**src/rtl/intr_dispatch.sv**
```systemverilog
// Interrupt dispatcher: masks the pending vector, arbitrates one winner and runs the
// irq/ack/eoi handshake, then strobes a one-hot clear back to the pending-latch block.
// Optional macro INTR_DISPATCH_RR_EN selects round-robin arbitration (default: lowest index wins).
//
// state   | meaning
// IDLE    | waiting for an eligible line
// REQ     | irq raised, waiting for ack (may retract)
// SERVICE | handler running, waiting for eoi
// CLEAR   | one-cycle clear strobe to the pending-latch block
module intr_dispatch #(
  parameter int INTR_NUM = 8,
  parameter int ID_W     = 3
) (
  input  logic                i_clk,
  input  logic                i_rst,
  input  logic [INTR_NUM-1:0] i_intr_sig,
  input  logic [INTR_NUM-1:0] i_intr_mask,
  input  logic                i_irq_ack,
  input  logic                i_irq_eoi,
  output logic                o_irq,
  output logic [ID_W-1:0]     o_irq_id,
  output logic                o_irq_busy,
  output logic                o_intr_clr,
  output logic [INTR_NUM-1:0] o_intr_clr_sel
);

  localparam int IDX_W = (INTR_NUM > 1) ? $clog2(INTR_NUM) : 1;

  typedef enum logic [1:0] {
    S_IDLE    = 2'd0,
    S_REQ     = 2'd1,
    S_SERVICE = 2'd2,
    S_CLEAR   = 2'd3
  } state_t;

  state_t              r_state;
  state_t              w_state_nxt;
  logic                r_irq;
  logic [ID_W-1:0]     r_irq_id;
  logic                r_irq_busy;
  logic                r_intr_clr;
  logic [INTR_NUM-1:0] r_intr_clr_sel;

  logic [INTR_NUM-1:0] w_eligible;
  logic                w_win_vld;
  logic [IDX_W-1:0]    w_win_idx;
  logic [IDX_W-1:0]    w_cur_idx;
  logic                w_irq_nxt;
  logic [ID_W-1:0]     w_id_nxt;
  logic                w_busy_nxt;
  logic                w_clr_nxt;
  logic [INTR_NUM-1:0] w_sel_nxt;

  function automatic logic [IDX_W-1:0] f_lowest(input logic [INTR_NUM-1:0] v);
    f_lowest = '0;
    for (int i = INTR_NUM - 1; i >= 0; i--) begin
      if (v[i]) f_lowest = IDX_W'(i);
    end
  endfunction

  assign w_eligible = i_intr_sig & i_intr_mask;
  assign w_win_vld  = |w_eligible;
  assign w_cur_idx  = r_irq_id[IDX_W-1:0];

`ifdef INTR_DISPATCH_RR_EN
  // Search starts just above the last serviced line; reset value makes the first grant match fixed priority.
  logic [IDX_W-1:0]    r_last_served;
  logic [INTR_NUM-1:0] w_above;
  logic [INTR_NUM-1:0] w_elig_hi;

  always_comb begin
    w_above = '0;
    for (int i = 0; i < INTR_NUM; i++) begin
      w_above[i] = (i > int'(r_last_served));
    end
  end

  assign w_elig_hi = w_eligible & w_above;
  assign w_win_idx = (|w_elig_hi) ? f_lowest(w_elig_hi) : f_lowest(w_eligible);

  always_ff @(posedge i_clk or posedge i_rst) begin
    if (i_rst) begin
      r_last_served <= IDX_W'(INTR_NUM - 1);
    end else if (r_state == S_SERVICE && i_irq_eoi) begin
      r_last_served <= w_cur_idx;
    end
  end
`else
  assign w_win_idx = f_lowest(w_eligible);
`endif

  always_comb begin
    w_state_nxt = r_state;
    w_id_nxt    = r_irq_id;
    case (r_state)
      S_IDLE: begin
        if (w_win_vld) begin
          w_state_nxt = S_REQ;
          w_id_nxt    = ID_W'(w_win_idx);
        end
      end
      S_REQ: begin
        // ack beats retraction when both happen in the same cycle
        if (i_irq_ack)                     w_state_nxt = S_SERVICE;
        else if (!w_eligible[w_cur_idx])   w_state_nxt = S_IDLE;
      end
      S_SERVICE: begin
        if (i_irq_eoi) w_state_nxt = S_CLEAR;
      end
      S_CLEAR: begin
        w_state_nxt = S_IDLE;
      end
      default: begin
        w_state_nxt = S_IDLE;
      end
    endcase

    w_irq_nxt  = (w_state_nxt == S_REQ);
    w_busy_nxt = (w_state_nxt != S_IDLE);
    w_clr_nxt  = (w_state_nxt == S_CLEAR);
    w_sel_nxt  = '0;
    if (w_clr_nxt) w_sel_nxt[w_cur_idx] = 1'b1;
  end

  always_ff @(posedge i_clk or posedge i_rst) begin
    if (i_rst) begin
      r_state        <= S_IDLE;
      r_irq          <= 1'b0;
      r_irq_id       <= '0;
      r_irq_busy     <= 1'b0;
      r_intr_clr     <= 1'b0;
      r_intr_clr_sel <= '0;
    end else begin
      r_state        <= w_state_nxt;
      r_irq          <= w_irq_nxt;
      r_irq_id       <= w_id_nxt;
      r_irq_busy     <= w_busy_nxt;
      r_intr_clr     <= w_clr_nxt;
      r_intr_clr_sel <= w_sel_nxt;
    end
  end

  assign o_irq          = r_irq;
  assign o_irq_id       = r_irq_id;
  assign o_irq_busy     = r_irq_busy;
  assign o_intr_clr     = r_intr_clr;
  assign o_intr_clr_sel = r_intr_clr_sel;

endmodule

```
**config.mk**
```make
export PLATFORM = sky130hd
export DESIGN_NAME = intr_dispatch
export DESIGN_NICKNAME = d
export VERILOG_FILES = /design/src/rtl/intr_dispatch.sv
export SDC_FILE = /design/constraint.sdc
export NUM_CORES = 1
export LEC_CHECK = 0
export CORE_AREA = 2 2 39 41
export CTS_BUF_LIST = sky130_fd_sc_hd__clkbuf_4 sky130_fd_sc_hd__clkbuf_8
export DETAILED_ROUTE_END_ITERATION = 6
export DIE_AREA = 0 0 41 43
export DONT_BUFFER_PORTS = 1
export GPL_TIMING_DRIVEN = 0
export PLACE_DENSITY_LB_ADDON = 0.3
export SETUP_SLACK_MARGIN = 0.15
export SLEW_MARGIN = 40
export SYNTH_ARGS = -nofsm -noshare
export SYNTH_HDL_FRONTEND = slang
export SYNTH_SLANG_ARGS = --single-unit
```
**constraint.sdc**
```tcl
create_clock -name i_clk -period 1.8 [get_ports i_clk]
set_input_delay 0.09 -clock i_clk [delete_from_list [all_inputs] [get_ports i_clk]]
set_output_delay 0.09 -clock i_clk [all_outputs]
set_load 0.05 [all_outputs]
```
### Word-level counts from Yosys, hierarchy flattened

Index checks and enable logic that the tools add are counted.
W data, S select, Z words.

* flip-flop bits (word level): 16
* input bits: 20

* $lt $le $gt $ge: 2
* equal/unequal tests: 5
* multiplexer cells: 18
* bitwise gates (word level): 1
* reductions and logical operators: 5

Operators by type and width (count)
* $mux W3: 8
* $and A8 B8 Y8: 1
* $mux W2: 4
* $mux W8: 1
* $pmux W2 S4: 1
* $reduce_or A8 Y1: 1
* $eq A2 B2 Y1 const B: 3
* $eq A2 B1 Y1 const B: 2
* $lt A3 B4 Y1 const B: 1
* $bmux W1 S3: 1
* $demux W1 S3: 1
* $ge A3 B1 Y1 const B: 1
* $logic_not A2 Y1: 1
* $mux W1: 2
* $reduce_and A2 Y1: 1
* $reduce_bool A2 Y1: 1
* $logic_and A1 B1 Y1: 1

### Longest topological paths before layout

Gate-level depths: netlist (run 1).

* depth in word-level cells: 9
* depth in mapped cells: 5
* gate-level depth less buffers: 4

### Worst setup path after synthesis (run 1)

No wires, ideal clock.

* path type: reg2reg
* start point: reg r_irq_id[1], in the netlist o_irq_id[1]
* end point: reg r_irq_busy, in the netlist o_irq_busy
* library setup time: 0.083 ns
* arrival time: 1.471 ns
* path slack: 0.246 ns
* stages on the path, launching flop included: 6
* clock period less this slack: 1.554 ns
* path through: dfrtp_1 -> clkbuf_1 -> nor2_1 -> a31oi_2 -> o221ai_2 -> o22ai_1

* word-level cells in the longest chain between the ends: 6

Ends and longest elaborated chain
* start: declaration: line 39 `logic [ID_W-1:0] r_irq_id;`
* start signal: assignment: line 136 `r_irq_id <= w_id_nxt;`
* $bmux W1 S3: line 105 `else if (!w_eligible[w_cur_idx]) w_state_nxt = S_IDLE;`
* $mux W1 (not written as such): line 105
* $mux W2: line 105
* $mux W2: line 104 `if (i_irq_ack) w_state_nxt = S_SERVICE;`
* $pmux W2 S4: line 95 `case (r_state)`
* $reduce_bool A2 Y1: line 119 `w_busy_nxt = (w_state_nxt != S_IDLE);`
* named net w_busy_nxt: line 50 `logic w_busy_nxt;`
* end signal: assignment: line 137 `r_irq_busy <= w_busy_nxt;`
* end: declaration: line 40 `logic r_irq_busy;`

The timed path passes the listed nets, and every way through them passes these cells. The select of a mux whose other input is x is not followed.
A chain may end at the register's enable or synchronous reset.

### Worst setup path in the final report (run 1)

* start point: reg r_irq_id[0], in the netlist o_irq_id[0]
* end point: reg r_state[0]

* word-level cells in the longest chain between the ends: 5

Ends and longest elaborated chain
* $bmux W1 S3: line 105
* $mux W1 (not written as such): line 105
* $mux W2: line 105
* $mux W2: line 104
* $pmux W2 S4: line 95
* named net w_state_nxt[0]: line 37 `state_t w_state_nxt;`
* end signal: assignment: line 134 `r_state <= w_state_nxt;`
* end: declaration: line 36 `state_t r_state;`

The timed path passes the listed nets, and every way through them passes these cells. The select of a mux whose other input is x is not followed.

==> results of run 1 <==
-- through the flow --
stage               instances  hold slack [ps]  worst slack, ps  total power, mW  cell area, sq um
floorplan                  84             3.74              246             1.10               772
global placement          100             70.1              121             1.18               792
detailed placement        100             72.7             68.5             1.19               792
CTS                       106             20.0              179             1.38               847
global route              106             40.8              215             1.48               850
finish                    106             20.7              299             1.39               850
-- final timing paths --
| kind | from | endpoint | slack [ps] | cells past startpoint |
|---|---|---|---|---|
| worst max-delay path | o_irq_id[0] | r_state[0] | 300 | 4 |
| worst min-delay path | i_intr_mask[1] | o_irq_id[2] | 20 | 3 |
| worst max register to register | o_irq_id[0] | r_state[0] | 300 | 4 |
| worst min register to register | r_state[0] | o_intr_clr | 610 | 1 |
| max in group asynchronous | i_rst | o_irq_id[1] | 1100 | 2 |
| min in group asynchronous | i_rst | o_intr_clr_sel[4] | 280 | 2 |
-- flip-flops by register name (all words and copies together), names as in the netlist --
name            flops
o_irq               1
o_irq_busy          1
o_intr_clr_sel      8
o_irq_id            3
r_state             2
o_intr_clr          1
-- routing by layer --
| metal | global-route usage | vias up | routed length [microns] |
|---|---|---|---|
| li1 | - | 317 | - |
| met1 | 0.234 | 294 | 592 |
| met2 | 0.325 | 33 | 784 |
| met3 | 0.0733 | 5 | 123 |
| met4 | 0.160 | 0 | 44 |
| met5 | 0 | - | 0 |
-- cells by family after synthesis --
logic type / after synthesis
and+or+nand+nor: 34
DFF: 16
AOI/OAI and AO/OA: 27
buffers and inverters: 7
-- power by group --
part,total (mW),internal [mW],switching [mW]
combinational,0.418,0.169,0.249
clock,0.193,0.0782,0.115
sequential,0.777,0.451,0.327
-- cells in the mapped netlist --
master,number
nand3_1,4
o22ai_1,2
nand4_1,1
a21o_2,1
nand2_1,12
nand2b_1,2
o21ai_0,2
a31oi_2,1
nor3_1,4
a41o_1,1
a21boi_0,2
o21bai_1,1
clkbuf_1,2
a22oi_1,4
nor2_1,8
a32oi_1,1
dfrtp_1,16
o221ai_2,1
a21oi_1,9
o211ai_1,2
or3b_1,1
inv_1,5
and2_1,2
-- cell usage in the layout, fill, tap and decap left out, drive strengths merged --
| cell | count |
|---|---|
| dlygate4sd3 | 3 |
| clkbuf | 5 |
| a21o | 1 |
| nor3 | 4 |
| o22ai | 2 |
| inv | 5 |
| a22oi | 4 |
| a32oi | 1 |
| a31oi | 1 |
| nand4 | 1 |
| nor2 | 8 |
| and2 | 2 |
| a21boi | 2 |
| nand2b | 2 |
| nand2 | 12 |
| o221ai | 1 |
| dfrtp | 16 |
| or3b | 1 |
| a21oi | 9 |
| o21bai | 1 |
| o211ai | 2 |
| nand3 | 4 |
| a41o | 1 |
| o21ai | 2 |
-- cell type report --
type | count | share of cell area
Buffer | 2 | 0.0118
Clock buffer | 3 | 0.0265
Inverter | 5 | 0.0221
Multi-Input combinational cell | 61 | 0.406
Sequential cell | 16 | 0.474
Tap cell | 16 | 0.0236
Timing Repair Buffer | 3 | 0.0353
-- worst reg2reg max path, stage by stage, from the launching register on --
cell and delay [ps]:
dfrtp_1 770, a21oi_1 100, a21oi_1 220, o221ai_2 150
o22ai_1 180
-- what timing repair did --
action / 4_1_cts / 5_1_grt
endpoints found under the setup margin: 3 / 3
endpoints found under the hold margin: 18 / 0
gates resized for setup: 2 / 4
hold buffers: 3 / 0
buffers inserted: 0 / 0
==> summary.txt, run 1 <==
Yosys
  – Post-Synth Simple-Gate Area: 0.201
  – Compound-Gate Fraction of Synth Area: 0.246
  – Post-synthesis mux area share: 0
  – Main combinational cell family by area after synthesis: compound AO/OA/AOI/OAI gates
  – Syn Area/Cell: 9.19 sq um
  – Dominant cells by area after synthesis: dfrtp_1 (52%), a21oi_1 (5.8%), nand2_1 (5.8%)
  – Cells after Synth: 84
  – Post-synthesis sequential area ratio: 0.519
  – Post-Synth Adder-Cell Area: 0
  – Top-area cell type share of the netlist area: 0.519
  – Yosys warnings: 0
  – Synth cell types: 23
  – Mapped cell area: ~770 sq um
  – Xor-xnor portion of the synthesized cell area: 0
  – Synth area leader: dfrtp_1
  – Synth Net Count: approximately 100
  – Yosys reg bits: 16

Setup path
  – Crit path buffers/inverters: 0
  – Crit-path leading delay family: flip-flops
  – Setup crit end kind: register
  – Critical path's slowest cell: dfrtp_1
  – Critical path class: reg2reg
  – Crit start category: register
  – Critical-path cell list: a21oi_1, a21oi_1, o221ai_2, o22ai_1
  – Top cell by count, worst path: a21oi_1
  – CP Max Fanout: 9
  – CP required: between 2000 and 2500 ps
  – WP data arrival: roughly 1700 ps
  – Worst path max stage delay: a little under 800 ps

CTS
  – Clock-pin slew on the worst setup and hold paths: 90 ps
  – Root buf cell: clkbuf_4
  – Clk_lat worst skew: 300 ps
  – CTS tree: done
  – Clock H-tree levels: 1
  – CTS Sinks: 16
  – CTS Buffer Depth: 2
  – TritonCTS buffer count: 3

GRT
  – Initial antenna violation count: 0
  – First-pass GRT wire length: about 2.4 mm
  – Vias in the first global route: 588
  – GR Overflow Total: 0
  – Pin count of the biggest net entering global routing: 17
  – Global-route usage over all layers: 0.215

Finish
  – Area Growth Syn to Fin: 10.0%
  – Layout cells sized above 1: 0.111
  – FF+latch area: about 400 sq um
  – Fin util: 0.614
  – Final Net Count: about 110
  – N_diodes: 0
  – Fill cells: ~130
  – Multi-input gate area: 345 sq um

Route
  – Drt drc: 0
  – Via/cell ratio: about 6.1
  – DR pass1 iterations: 4
  – Detailed-route via count: between 600 and 700
  – Routed Antenna Nets: 0
  – Avg WL per Cell: approximately 15 microns
  – Initial drt markers: 19
  – Drt total wl: 1.54 mm

Timing
  – Achievable Freq: about 670 MHz
  – Slew Limit Fails: 0
  – Fin Setup TNS: 0 ps
  – Final period util: 0.834
  – Setup Skew: around 6.6 ps
  – RSZ-0062 raised after global routing: false
  – Fin crit period: around 1500 ps
  – Rel. slew slack: 0.559
  – Final hold vios: 0
  – Count of final setup violators: 0
  – Worst-Margin Slew: about 660 ps

Die
  – Die area: roughly 0.0018 sq mm
  – CORE AREA: between 0.001 and 0.0015 sq mm
  – Initial core utilization: 0.558
  – Die Ht: 43 microns
  – Std-Cell Rows: 14
  – Die Width: around 40 microns
  – Ports: 34

Placed design
  – DP Wirelength: 1.16 mm
  – IO Port Bufs: 0
  – Routability cong.: between 0.7 and 0.8

Power
  – Max VDD drop: 0.000830 V
  – LEAKAGE: around 0.38 nW
  – Pwr/cell area: 1630 mW/mm^2

Min path
  – HP Class: in2reg

Flow run
  – Max cap viols: 0

Status
  – Status: complete, no violations
Power figures use the tool's default switching activity.
==> inputs of run 2 (changes only) <==
clock period = 1.4 ns   (was 1.8 ns; I/O delays follow)
==> run 2 against run 1 <==
Against the previous run: clock skew fell by 2.2 ps; worst setup slack got worse by 230 ps; register-to-register slack got worse by 230 ps; first-iteration DRC count fell by 63%; sequential share of layout area fell by 4.5 points; flip-flop and latch count did not move; critical path depth did not move; via count rose by 1.4%; combinational power rose by 79%; hold slack improved by 3.7 ps; sequential power rose by 31%; critical path type unchanged.
==> summary.txt, run 2 (synthesized netlist as in run 1, its figures left out) <==
Status
  – Status: complete, no violations (unchanged)

Finish
  – Largest register FFs: 8 (unchanged)
  – Layout cells sized above 1: 0.274 (was 0.111)
  – Area Growth Syn to Fin: 22.2% (was 10.0%)
  – Commonest non-fill, non-tap cells in the layout: nand2_1 (12), dfrtp_1 (12), nor2_1 (7), a21oi_1 (6) (was dfrtp_1 (14), nand2_1 (12), a21oi_1 (9), nor2_1 (8), inv_1 (5))
  – N_diodes: 0 (unchanged)
  – Final Net Count: 116 (was 112)
  – Fill cells: 106 (was 125)

CTS
  – Clock-pin slew on the worst setup and hold paths: 80 ps (was 90 ps)
  – Clock H-tree levels: 1 (unchanged)
  – CTS tree: done (unchanged)
  – CTS Buffer Depth: 2 (unchanged)
  – CTS Sinks: 16 (unchanged)
  – TritonCTS buffer count: 3 (unchanged)
  – Clk_lat worst skew: 290 ps (was 300 ps)
  – Root buf cell: clkbuf_4 (unchanged)

Setup path
  – R2R Path Start: r_state[1] (was o_irq_id[0])
  – CP Launch Point: r_state[1] (was o_irq_id[0])
  – Crit start category: register (unchanged)
  – CP required: 1610 ps (was 2020 ps)
  – Reg2reg end: r_state[0] (unchanged)
  – Worst Reg-to-Reg Cells: 4 (unchanged)
  – Worst path max stage delay: 420 ps (was 770 ps)
  – Critical-path cell list: or3b_1, a31oi_2, o221ai_2, o22ai_1 (was a21oi_1, a21oi_1, o221ai_2, o22ai_1)
  – CP Max Fanout: 5 (was 9)
  – Critical path class: reg2reg (unchanged)
  – Crit-path leading delay family: compound AO/OA/AOI/OAI gates (was flip-flops)
  – Crit path buffers/inverters: 0 (unchanged)
  – Critical Path Sink: r_state[0] (unchanged)
  – Crit. path cell count: 4 (unchanged)
  – Setup crit end kind: register (unchanged)
  – Critical path's slowest cell: dfrtp_1 (unchanged)
  – R2R setup slack: 70 ps (was 300 ps)
  – WP data arrival: 1540 ps (was 1720 ps)

GRT
  – Vias in the first global route: 652 (was 588)
  – GR Overflow Total: 0 (unchanged)
  – Initial antenna violation count: 0 (unchanged)
  – Global-route usage over all layers: 0.229 (was 0.215)
  – First-pass GRT wire length: 2.69 mm (was 2.43 mm)
  – Pin count of the biggest net entering global routing: 17 (unchanged)

Timing
  – Slew Limit Fails: 0 (unchanged)
  – Worst hold slack: 24.4 ps (was 20.7 ps)
  – Setup Skew: 4.37 ps (was 6.57 ps)
  – Final period util: 0.948 (was 0.834)
  – Final hold vios: 0 (unchanged)
  – Worst-Margin Slew: 562 ps (was 661 ps)
  – Fin Setup TNS: 0 ps (unchanged)
  – Achievable Freq: 753 MHz (was 666 MHz)
  – Count of final setup violators: 0 (unchanged)
  – RSZ-0062 raised after global routing: true (was false)
  – Rel. slew slack: 0.625 (was 0.559)
  – Fin crit period: 1330 ps (was 1500 ps)

Die
  – Ports: 34 (unchanged)
  – Die Width: 41 microns (unchanged)
  – Die Ht: 43 microns (unchanged)
  – Std-Cell Rows: 14 (unchanged)
  – CORE AREA: 0.00138 sq mm (unchanged)
  – Initial core utilization: 0.558 (unchanged)
  – Die area: 0.00176 sq mm (unchanged)

Power
  – Sw frac: 0.470 (was 0.497)
  – Logic pwr share: 0.368 (was 0.301)
  – Clock share of power: 0.132 (was 0.139)
  – Flop pwr share: 0.500 (was 0.560)
  – Pint: 1.08 mW (was 698 uW)
  – LEAKAGE: 0.413 nW (was 0.381 nW)
  – Pwr/cell area: 2160 mW/mm^2 (was 1630 mW/mm^2)
  – Max VDD drop: 0.00124 V (was 0.000830 V)
  – Psw: 957 uW (was 691 uW)

Min path
  – HP Class: in2reg (unchanged)
  – Hold Crit Depth: 2 (was 3)

Placed design
  – DP Wirelength: 1.20 mm (was 1.16 mm)
  – IO Port Bufs: 0 (unchanged)
  – Routability cong.: 0.766 (was 0.778)

Route
  – Detailed-route via count: 658 (was 649)
  – Met2 WL: 787 microns (was 784 microns)
  – DR pass1 iterations: 4 (unchanged)
  – Via/cell ratio: 5.93 (was 6.12)
  – Routed Antenna Nets: 0 (unchanged)
  – Routed metal-1 wirelength: 668 microns (was 592 microns)
  – Initial drt markers: 7 (was 19)
  – Met3 WL: 130 microns (was 123 microns)
  – Uppermost routed layer: met4 (unchanged)
  – Avg WL per Cell: 14.6 microns (about the same)
  – Drt drc: 0 (unchanged)
  – Drt total wl: 1.62 mm (was 1.54 mm)

Flow run
  – Max cap viols: 0 (unchanged)
[run 2: changes by cell type in the layout (fill, tap and decap cells not counted), sizes merged]
cell    before  now
buf          0    6
clkbuf       5    4
[run 2: timing repair]
item                                    CTS  global route
pin swaps                                 0             4
endpoints found under the setup margin    3            12
hold endpoints to repair                 18             0
setup buffers                             3             1
cloned                                    0             0
hold buffers                              3             0
resized for setup                         2             6
[run 2: power by group through the flow]
stage | Combinational, mW | Clock, mW | Sequential, mW
final | 0.750 | 0.269 | 1.02
after global routing | 0.834 | 0.304 | 1.03
after detailed placement | 0.595 | 0 | 1.02
after floorplan | 0.511 | 0 | 0.992
after CTS | 0.679 | 0.272 | 1.02
after global placement | 0.582 | 0 | 1.01
[run 2: through the flow]
step / util / cell area (sq um) / power [mW] / worst slack, ps / std cells
floorplan: - / 807 / 1.50 / 142 / 84
global placement: 0.598 / 827 / 1.60 / 52.1 / 100
detailed placement: 0.598 / 827 / 1.61 / 41.8 / 100
CTS: 0.661 / 915 / 1.97 / 68.6 / 110
global route: 0.682 / 943 / 2.17 / 5.46 / 111
finish: 0.682 / 943 / 2.04 / 72.3 / 111
[run 2: worst min-delay path by stage]
stage / end / slack (ps) / from
floorplan: o_intr_clr / -20 / i_rst
global placement: o_intr_clr / 40 / i_rst
detailed placement: o_intr_clr_sel[2] / 40 / i_rst
CTS: o_irq_id[2] / 30 / i_intr_mask[1]
global route: o_irq_busy / 30 / i_irq_ack
finish: o_irq_id[0] / 20 / i_intr_mask[2]
[run 2: cell type report]
| cell class | instances | area, sq um | share of cell area |
|---|---|---|---|
| clock buffers | 4 | 30.0 | 0.0318 |
| inverters | 5 | 18.8 | 0.0199 |
| multi-input cells | 61 | 379 | 0.402 |
| flip-flops and latches | 16 | 405 | 0.430 |
| well taps | 16 | 20.0 | 0.0212 |
| plain buffers | 2 | 30.0 | 0.0318 |
| repair buffers | 7 | 60.1 | 0.0637 |
[run 2: layer usage]
metal  vias to the layer above  global-route usage
met5                         -                   0
met4                         0               0.147
met3                         4              0.0681
met2                        37               0.331
met1                       292               0.283
li1                        325                   -
